$ cat src/rtl/picosoc_wb_master.sv
// -----------------------------------------------------------------------------
// picosoc_wb_master
//
// Purpose:
//   Bridges the PicoRV32 native memory bus onto a classic single-cycle
//   Wishbone master. Each CPU request becomes exactly one Wishbone cycle.
//   The cycle ends in one of three ways: on ack, on err, or when a watchdog
//   gives up after TIMEOUT_CYCLES bus cycles with no response. The CPU then
//   gets a one-cycle mem_ready pulse. Error and timeout completions return
//   ERR_DATA and pulse bus_err_o.
//
// Parameters:
//   TIMEOUT_CYCLES  max Wishbone cycles spent waiting for ack/err (>= 1)
//   ERR_DATA        read data returned on error or timeout
//
// Ports:
//   wb_clk_i   in   1   clock, rising edge
//   wb_rst_i   in   1   asynchronous active-low reset
//   mem_valid  in   1   CPU request valid (sampled only while idle)
//   mem_addr   in  32   CPU byte address
//   mem_wdata  in  32   CPU write data
//   mem_wstrb  in   4   CPU byte strobes, 4'b0000 means read
//   mem_ready  out  1   one-cycle completion pulse
//   mem_rdata  out 32   read data, valid while mem_ready is high
//   wbm_adr_o  out 32   Wishbone address
//   wbm_dat_o  out 32   Wishbone write data
//   wbm_dat_i  in  32   Wishbone read data
//   wbm_sel_o  out  4   Wishbone byte selects
//   wbm_we_o   out  1   Wishbone write enable
//   wbm_cyc_o  out  1   Wishbone cycle
//   wbm_stb_o  out  1   Wishbone strobe (always equal to cyc)
//   wbm_ack_i  in   1   Wishbone acknowledge
//   wbm_err_i  in   1   Wishbone error
//   bus_err_o  out  1   one-cycle pulse alongside mem_ready on err/timeout
// -----------------------------------------------------------------------------
`timescale 1ns/1ps

module picosoc_wb_master #(
    parameter int unsigned TIMEOUT_CYCLES = 255,
    parameter logic [31:0] ERR_DATA       = 32'hFFFF_FFFF
) (
    input  logic        wb_clk_i,
    input  logic        wb_rst_i,
    input  logic        mem_valid,
    input  logic [31:0] mem_addr,
    input  logic [31:0] mem_wdata,
    input  logic [3:0]  mem_wstrb,
    output logic        mem_ready,
    output logic [31:0] mem_rdata,
    output logic [31:0] wbm_adr_o,
    output logic [31:0] wbm_dat_o,
    input  logic [31:0] wbm_dat_i,
    output logic [3:0]  wbm_sel_o,
    output logic        wbm_we_o,
    output logic        wbm_cyc_o,
    output logic        wbm_stb_o,
    input  logic        wbm_ack_i,
    input  logic        wbm_err_i,
    output logic        bus_err_o
);

    localparam int unsigned CNT_W = $clog2(TIMEOUT_CYCLES + 1);

    // The counter counts completed bus cycles without a response. When the
    // cycle now ending would bring the count to TIMEOUT_CYCLES, the access
    // aborts. The counter therefore stops at TIMEOUT_CYCLES and never wraps.
    localparam logic [CNT_W-1:0] CNT_LAST = CNT_W'(TIMEOUT_CYCLES - 1);
    localparam logic [CNT_W-1:0] CNT_ONE  = CNT_W'(1);

    typedef enum logic [1:0] {
        IDLE = 2'd0,
        BUS  = 2'd1,
        DONE = 2'd2
    } state_t;

    state_t            state_q, state_d;
    logic [CNT_W-1:0]  cnt_q, cnt_d;
    logic [31:0]       adr_q, adr_d;
    logic [31:0]       dat_q, dat_d;
    logic [3:0]        sel_q, sel_d;
    logic              we_q, we_d;
    logic              cyc_q, cyc_d;
    logic              ready_q, ready_d;
    logic [31:0]       rdata_q, rdata_d;
    logic              err_q, err_d;
    logic              isWrite;

    assign isWrite = |mem_wstrb;

    // State and output registers. Every output comes straight from one of
    // these flops. Reset clears them without waiting for a clock edge, so
    // reset drops a bus cycle in flight with no completion pulse.
    always_ff @(posedge wb_clk_i or negedge wb_rst_i) begin
        if (!wb_rst_i) begin
            state_q <= IDLE;
            cnt_q   <= '0;
            adr_q   <= '0;
            dat_q   <= '0;
            sel_q   <= '0;
            we_q    <= 1'b0;
            cyc_q   <= 1'b0;
            ready_q <= 1'b0;
            rdata_q <= '0;
            err_q   <= 1'b0;
        end else begin
            state_q <= state_d;
            cnt_q   <= cnt_d;
            adr_q   <= adr_d;
            dat_q   <= dat_d;
            sel_q   <= sel_d;
            we_q    <= we_d;
            cyc_q   <= cyc_d;
            ready_q <= ready_d;
            rdata_q <= rdata_d;
            err_q   <= err_d;
        end
    end

    // Next-state logic. Address, data, selects and we are latched only when
    // an access starts, so they stay stable for the whole bus cycle. The
    // response checks run in priority order: err beats ack, and either one
    // beats the timeout on the same edge.
    always_comb begin
        state_d = state_q;
        cnt_d   = cnt_q;
        adr_d   = adr_q;
        dat_d   = dat_q;
        sel_d   = sel_q;
        we_d    = we_q;
        cyc_d   = cyc_q;
        ready_d = 1'b0;
        rdata_d = rdata_q;
        err_d   = 1'b0;

        case (state_q)
            IDLE: begin
                if (mem_valid) begin
                    adr_d   = mem_addr;
                    dat_d   = mem_wdata;
                    we_d    = isWrite;
                    sel_d   = isWrite ? mem_wstrb : 4'hF;
                    cyc_d   = 1'b1;
                    cnt_d   = '0;
                    state_d = BUS;
                end
            end

            BUS: begin
                if (wbm_err_i) begin
                    cyc_d   = 1'b0;
                    we_d    = 1'b0;
                    rdata_d = ERR_DATA;
                    err_d   = 1'b1;
                    ready_d = 1'b1;
                    state_d = DONE;
                end else if (wbm_ack_i) begin
                    cyc_d   = 1'b0;
                    we_d    = 1'b0;
                    if (!we_q) begin
                        rdata_d = wbm_dat_i;
                    end
                    ready_d = 1'b1;
                    state_d = DONE;
                end else if (cnt_q == CNT_LAST) begin
                    cnt_d   = cnt_q + CNT_ONE;
                    cyc_d   = 1'b0;
                    we_d    = 1'b0;
                    rdata_d = ERR_DATA;
                    err_d   = 1'b1;
                    ready_d = 1'b1;
                    state_d = DONE;
                end else begin
                    cnt_d = cnt_q + CNT_ONE;
                end
            end

            DONE: begin
                state_d = IDLE;
            end

            default: begin
                state_d = IDLE;
                cyc_d   = 1'b0;
                we_d    = 1'b0;
            end
        endcase
    end

    assign mem_ready = ready_q;
    assign mem_rdata = rdata_q;
    assign wbm_adr_o = adr_q;
    assign wbm_dat_o = dat_q;
    assign wbm_sel_o = sel_q;
    assign wbm_we_o  = we_q;
    assign wbm_cyc_o = cyc_q;
    assign wbm_stb_o = cyc_q;
    assign bus_err_o = err_q;

endmodule

$ cat config.mk
export PLATFORM = sky130hd
export DESIGN_NAME = picosoc_wb_master
export DESIGN_NICKNAME = d
export VERILOG_FILES = /design/src/rtl/picosoc_wb_master.sv
export SDC_FILE = /design/constraint.sdc
export NUM_CORES = 1
export LEC_CHECK = 0
export ABC_CLOCK_PERIOD_IN_PS = 1600
export CELL_PAD_IN_SITES_DETAIL_PLACEMENT = 0
export CELL_PAD_IN_SITES_GLOBAL_PLACEMENT = 1
export CORE_MARGIN = 1
export CORE_UTILIZATION = 27
export CTS_CLUSTER_DIAMETER = 120
export CTS_CLUSTER_SIZE = 20
export DETAILED_ROUTE_END_ITERATION = 8
export PLACE_DENSITY = 0.84
export SETUP_SLACK_MARGIN = 0.3
export SYNTH_ARGS = -nofsm -noshare
export SYNTH_HDL_FRONTEND = slang
export SYNTH_SLANG_ARGS = --single-unit
$ cat constraint.sdc
create_clock -name wb_clk_i -period 1.6 [get_ports wb_clk_i]
set_input_delay 0.32 -clock wb_clk_i [delete_from_list [all_inputs] [get_ports wb_clk_i]]
set_output_delay 0.32 -clock wb_clk_i [all_outputs]
set_load 0.1 [all_outputs]
Yosys cells after proc, flatten, opt, wreduce, memory -nomap -nowiden
Index checks and enable logic that the tools add are counted.

Register bits after elaboration: 114. Bits in latches: 0. RAM bits: 0. Memory bits (read-only): 0. Bits of input ports: 105. Output and inout bits: 105. Memories: 0.

Add/sub/neg operators: 1. Multipliers: 0. Divide/modulo/power cells: 0. $lt $le $gt $ge: 0. Equality and inequality tests: 8. Shifts and indexed selects: 0. Multiplexer cells: 28. Bitwise gates (word level): 1. Reduce and logical (&&, ||, !) cells: 9.

Operator list (number): 2-to-1 mux 32 bit (4); 2-to-1 mux 8 bit (3); case mux 8 bit (2 select lines) (1); 2-to-1 mux 1 bit (12); adder 8 x 1 -> 8 bit (second input constant) (1); equality test 8 bit (second input constant) (1); 2-to-1 mux 2 bit (4); != test 2 bit (second input constant) (3); case mux 1 bit (3 select lines) (2); AND reduction 3 bit (2); 2-to-1 mux 4 bit (1); != test 4 bit (second input constant) (1); case mux 2 bit (2 select lines) (1); AND reduction 2 bit (2); AND reduction 4 bit (1); OR reduction 4 bit (1); != test 3 bit (second input constant) (1); nonzero test 3 bit (1); equality test 2 x 1 -> 1 bit (second input constant) (1); equality test 2 bit (second input constant) (1); logical NOT 2 bit (1); nonzero test 2 bit (1); inverter 1 bit (1).

Longest topological paths before layout
Word-level depth: 5. Mapped depth: 7. Mapped depth without buffers: 6.

Worst setup path before layout
No wires, ideal clock.

Kind: register to register. Start point: register we_q, in the netlist wbm_we_o. End point: register rdata_q[10], in the netlist mem_rdata[10]. Setup time: 0.125 ns. Arrival: 1.815 ns. Setup slack: -0.340 ns. Cell stages (with the launch flop): 7. Path buffers: 2. Period minus slack after synthesis: 1.940 ns. Path through: dfrtp_1 -> inv_1 -> nand2_1 -> or3_1 -> clkbuf_1 -> buf_2 -> o22a_1.

Word-level cells in the longest chain between the ends: 2.

RTL lines: from (decl) (RTL line 81) `logic we_q, we_d;`; from (signal assigned) (RTL line 111) `we_q <= we_d;`; != test 3 bit (no line); AND reduction 3 bit (no line); to (signal assigned) (RTL line 114) `rdata_q <= rdata_d;`; to (decl) (RTL line 84) `logic [31:0] rdata_q, rdata_d;`.

Every way passes these cells. A chain may end at the register's enable or synchronous reset.

Worst setup path after layout
Start point: register cnt_q[0]. End point: register rdata_q[22], in the netlist mem_rdata[22].

Word-level cells in the longest chain between the ends: 3.

RTL lines: from (decl) (RTL line 77) `logic [CNT_W-1:0] cnt_q, cnt_d;`; from (signal assigned) (RTL line 107) `cnt_q <= cnt_d;`; equality test 8 bit (RTL line 164) `end else if (cnt_q == CNT_LAST) begin`; nonzero test 3 bit (no line); AND reduction 3 bit (no line).

Every way passes these cells.

==> flow_metrics.tcl <==
set metrics [dict create \
    vias_in_the_first_global_route 4499 \
    drt_pre_antenna_iters 4 \
    cts_buffers 17 \
    reg2regPathDepth 7 \
    finalSetupTns_ns -3.14 \
    layout_worst_path_cycle_share 1.07 \
    dr_total_vias 4389 \
    drt-met1-wl_um 6460 \
    timing.final.max_slew_violations 0 \
    layout_common_cells "122 x sky130_fd_sc_hd__buf_12, 105 x sky130_fd_sc_hd__dfrtp_1, 101 x sky130_fd_sc_hd__clkdlybuf4s50_1" \
    drt-total-wl_um 16800 \
    maxCapViolCount 0 \
    routed_met2_length_um 9090 \
    drt_iter0_markers 175 \
    floorplan.initialDensity 0.277 \
    min_to "cnt_q[0]$_DFFE_PN0P_" \
    antenna_found_initial 1 \
    area_growth_syn_to_layout_pct 136 \
    final_hold_viol_count 0 \
    drc 0 \
    finalSetupViolations 32 \
    synth.yosys.warnings 0 \
    rsz0062_at_grt "yes" \
    ios 210 \
    fp-row-count 46 \
    grt_first_pass_wirelength_um 23900 \
    worst_r2r_startpoint "cnt_q[0]$_DFFE_PN0P_" \
    wl_per_cell_um 17.2 \
    netlist_instances 425 \
    grt_remaining_overflow 0 \
    post-dp-hpwl_um 9860 \
    fmaxAchievable_mhz 584 \
    die_y_um 130 \
    synth.distinct_cells 32 \
    ctsRootBufferMaster "sky130_fd_sc_hd__clkbuf_16" \
    violated_checks "setup timing" \
    postRouteAntennaNets 0 \
    routed_length_on_met3_um 834 \
    min_delay_path_depth 3 \
    place_inst 853 \
    layout_setup_ws_ns -0.111 \
    final_nets 852 \
    yosys_register_bits 114 \
    data_required_time_at_the_worst_endpoint_ns 1.94 \
    postSynthAreaPerCell_um2 10.4 \
    final_core_utilization 0.653 \
    design.core.area_um2 15900 \
    crit-reg2reg-capture "mem_rdata[22]$_DFFE_PN0P_" \
    total_leakage_power_uw 0.00485 \
    gp_routability_congestion 0.759 \
    global_route.usage.total 0.189 \
    critPathArrivalTime_ns 2.05 \
    hp-class "in2reg" \
    tightest_slew_ns 0.490 \
    finalClockSkew_ns 0.00632 \
    post_route_cells_drive_above_1_share 0.545 \
    hold_start "wbm_err_i" \
    total_power_per_unit_cell_area_nw_per_um2 2200 \
    ir_drop_mv 1.48 \
    path_max_fanout 32 \
    die_area_um2 16900 \
    clock_latency_of_the_later_clocked_register_in_the_worst_skew_pair_ns 0.41 \
    clock-sinks 114 \
    largest_net_degree_at_the_start_of_global_routing 41 \
    critical_path_class "reg2reg" \
    n_fill_cell 1124 \
    die_width_um 130 \
    cts-root-to-sink-buffers 2 \
    whs_ns 0.335 \
    syn-cell-area_um2 4420 \
    slew_headroom 0.673 \
    route.detailed.vias_per_inst 4.50 \
    fin_cells 975 \
    maxUsedRoutingLayer "met4" \
    fin_crit_ns 1.71 \
    h_tree_lvls 4 \
    status "complete, but fails checks" \
    critPathLaunchType "flop" \
    synthesis.nets 532 \
    ff2ff_setup_slack_ns -0.11 \
    port_buffers 209 \
    worstSetupEndpointType "flop" \
    cts_tree "yes" \
    cts.clk_slew.worst_paths_ns 0.05 \
    portion_of_the_post_synthesis_area_used_by_sequential_elements 0.646 \
    layout_commonest_cell "sky130_fd_sc_hd__buf_12" \
]
cell usage after synthesis:
| cell | count | area share |
|---|---|---|
| sky130_fd_sc_hd__nor4b_2 | 1 | 0.0034 |
| sky130_fd_sc_hd__o22a_1 | 36 | 0.071 |
| sky130_fd_sc_hd__nand4_2 | 1 | 0.0028 |
| sky130_fd_sc_hd__xor2_1 | 1 | 0.0020 |
| sky130_fd_sc_hd__or4_1 | 1 | 0.0017 |
| sky130_fd_sc_hd__or2_2 | 1 | 0.0014 |
| sky130_fd_sc_hd__buf_4 | 1 | 0.0017 |
| sky130_fd_sc_hd__buf_2 | 10 | 0.011 |
| sky130_fd_sc_hd__or3_1 | 3 | 0.0043 |
| sky130_fd_sc_hd__xnor2_1 | 3 | 0.0060 |
| sky130_fd_sc_hd__nand3_1 | 3 | 0.0034 |
| sky130_fd_sc_hd__or3_4 | 1 | 0.0026 |
| sky130_fd_sc_hd__and4_2 | 1 | 0.0023 |
| sky130_fd_sc_hd__a211oi_2 | 2 | 0.0057 |
| sky130_fd_sc_hd__o21ai_0 | 4 | 0.0045 |
| sky130_fd_sc_hd__nor2b_1 | 1 | 0.0014 |
| sky130_fd_sc_hd__inv_1 | 3 | 0.0026 |
| sky130_fd_sc_hd__nand2_1 | 200 | 0.17 |
| sky130_fd_sc_hd__a31oi_4 | 1 | 0.0048 |
| sky130_fd_sc_hd__ha_1 | 2 | 0.0057 |
| sky130_fd_sc_hd__o31ai_1 | 1 | 0.0017 |
| sky130_fd_sc_hd__nor3b_2 | 1 | 0.0028 |
| sky130_fd_sc_hd__buf_6 | 3 | 0.0077 |
| sky130_fd_sc_hd__clkbuf_1 | 6 | 0.0051 |
| sky130_fd_sc_hd__or4b_4 | 1 | 0.0031 |
| sky130_fd_sc_hd__nor2_1 | 8 | 0.0068 |
| sky130_fd_sc_hd__nand2b_2 | 1 | 0.0020 |
| sky130_fd_sc_hd__or3b_1 | 1 | 0.0020 |
| sky130_fd_sc_hd__o22ai_1 | 1 | 0.0014 |
| sky130_fd_sc_hd__dfrtp_1 | 114 | 0.65 |
| sky130_fd_sc_hd__a21oi_1 | 8 | 0.0091 |
| sky130_fd_sc_hd__buf_1 | 4 | 0.0034 |
critical path, stage by stage, from the launching register on:
cell	delay, ns
sky130_fd_sc_hd__dfrtp_1	0.39
sky130_fd_sc_hd__inv_1	0.06
sky130_fd_sc_hd__ha_1	0.15
sky130_fd_sc_hd__nand3_2	0.10
sky130_fd_sc_hd__or3_4	0.37
sky130_fd_sc_hd__a31oi_4	0.20
sky130_fd_sc_hd__buf_12	0.21
sky130_fd_sc_hd__o22a_1	0.17
metrics by stage:
stage                     instance area (µm²)  setup slack, ns  total power, µW
after CTS                                9640          -0.0867            22000
final                                   10400           -0.111            22900
after global routing                    10400           -0.209            23600
after global placement                   8010           -0.363            16500
after floorplan                          4530          -0.0715            11700
after detailed placement                 8010           -0.386            16700
repair_timing:
action,in CTS,in global routing
endpoints found under the setup margin,217,218
buffers inserted,34,39
pin swaps,138,38
hold buffers,1,0
gates resized for setup,138,99
cloned,10,5
hold endpoints to repair,31,0
kinds of logic after synthesis:
logic type      Yosys count  synth area share
simple gates            225             0.210
flops                   114             0.646
compound gates           53            0.0986
buf+inv                  27            0.0317
xor+xnor                  4           0.00794
fa+ha+maj                 2           0.00567
power by group:
part           switching [µW]  internal [µW]
Clock                    1300           2880
Sequential               1030           3780
Combinational            8460           5410
sequential cells by signal, summed over array words and instances (netlist names):
name / cells
wbm_adr_o: 32
mem_ready: 1
wbm_dat_o: 32
cnt_q: 8
state_q: 2
bus_err_o: 1
wbm_cyc_o: 1
wbm_sel_o: 4
mem_rdata: 32
wbm_we_o: 1
area by class of cell:
type | instances | area (µm²) | share of cell area
flip-flops and latches | 114 | 2870 | 0.275
well taps | 216 | 270 | 0.0259
repair buffers | 325 | 4550 | 0.437
clock buffers | 22 | 474 | 0.0455
clock inverters | 10 | 179 | 0.0172
diodes | 1 | 2.50 | 0.000240
inverters | 3 | 11.3 | 0.00108
multi-input cells | 284 | 2060 | 0.197
worst max-delay path by stage:
stage	cells after the start	start	endpoint	slack, ns
after floorplan	6	wbm_we_o$_DFFE_PN0P_	mem_rdata[10]$_DFFE_PN0P_	-0.07
after global placement	5	mem_valid	wbm_dat_o[22]$_DFFE_PN0P_	-0.36
after detailed placement	5	mem_valid	wbm_adr_o[24]$_DFFE_PN0P_	-0.39
after CTS	7	cnt_q[0]$_DFFE_PN0P_	mem_rdata[0]$_DFFE_PN0P_	-0.09
after global routing	7	cnt_q[0]$_DFFE_PN0P_	mem_rdata[0]$_DFFE_PN0P_	-0.21
final	7	cnt_q[0]$_DFFE_PN0P_	mem_rdata[22]$_DFFE_PN0P_	-0.11
metal layers:
| metal | vias up | track usage |
|---|---|---|
| met5 | - | 0 |
| met4 | 0 | 0.0855 |
| met3 | 26 | 0.0463 |
| met2 | 134 | 0.338 |
| met1 | 2191 | 0.213 |
| li1 | 2038 | - |
No activity file was read; power rests on OpenSTA's default activity.
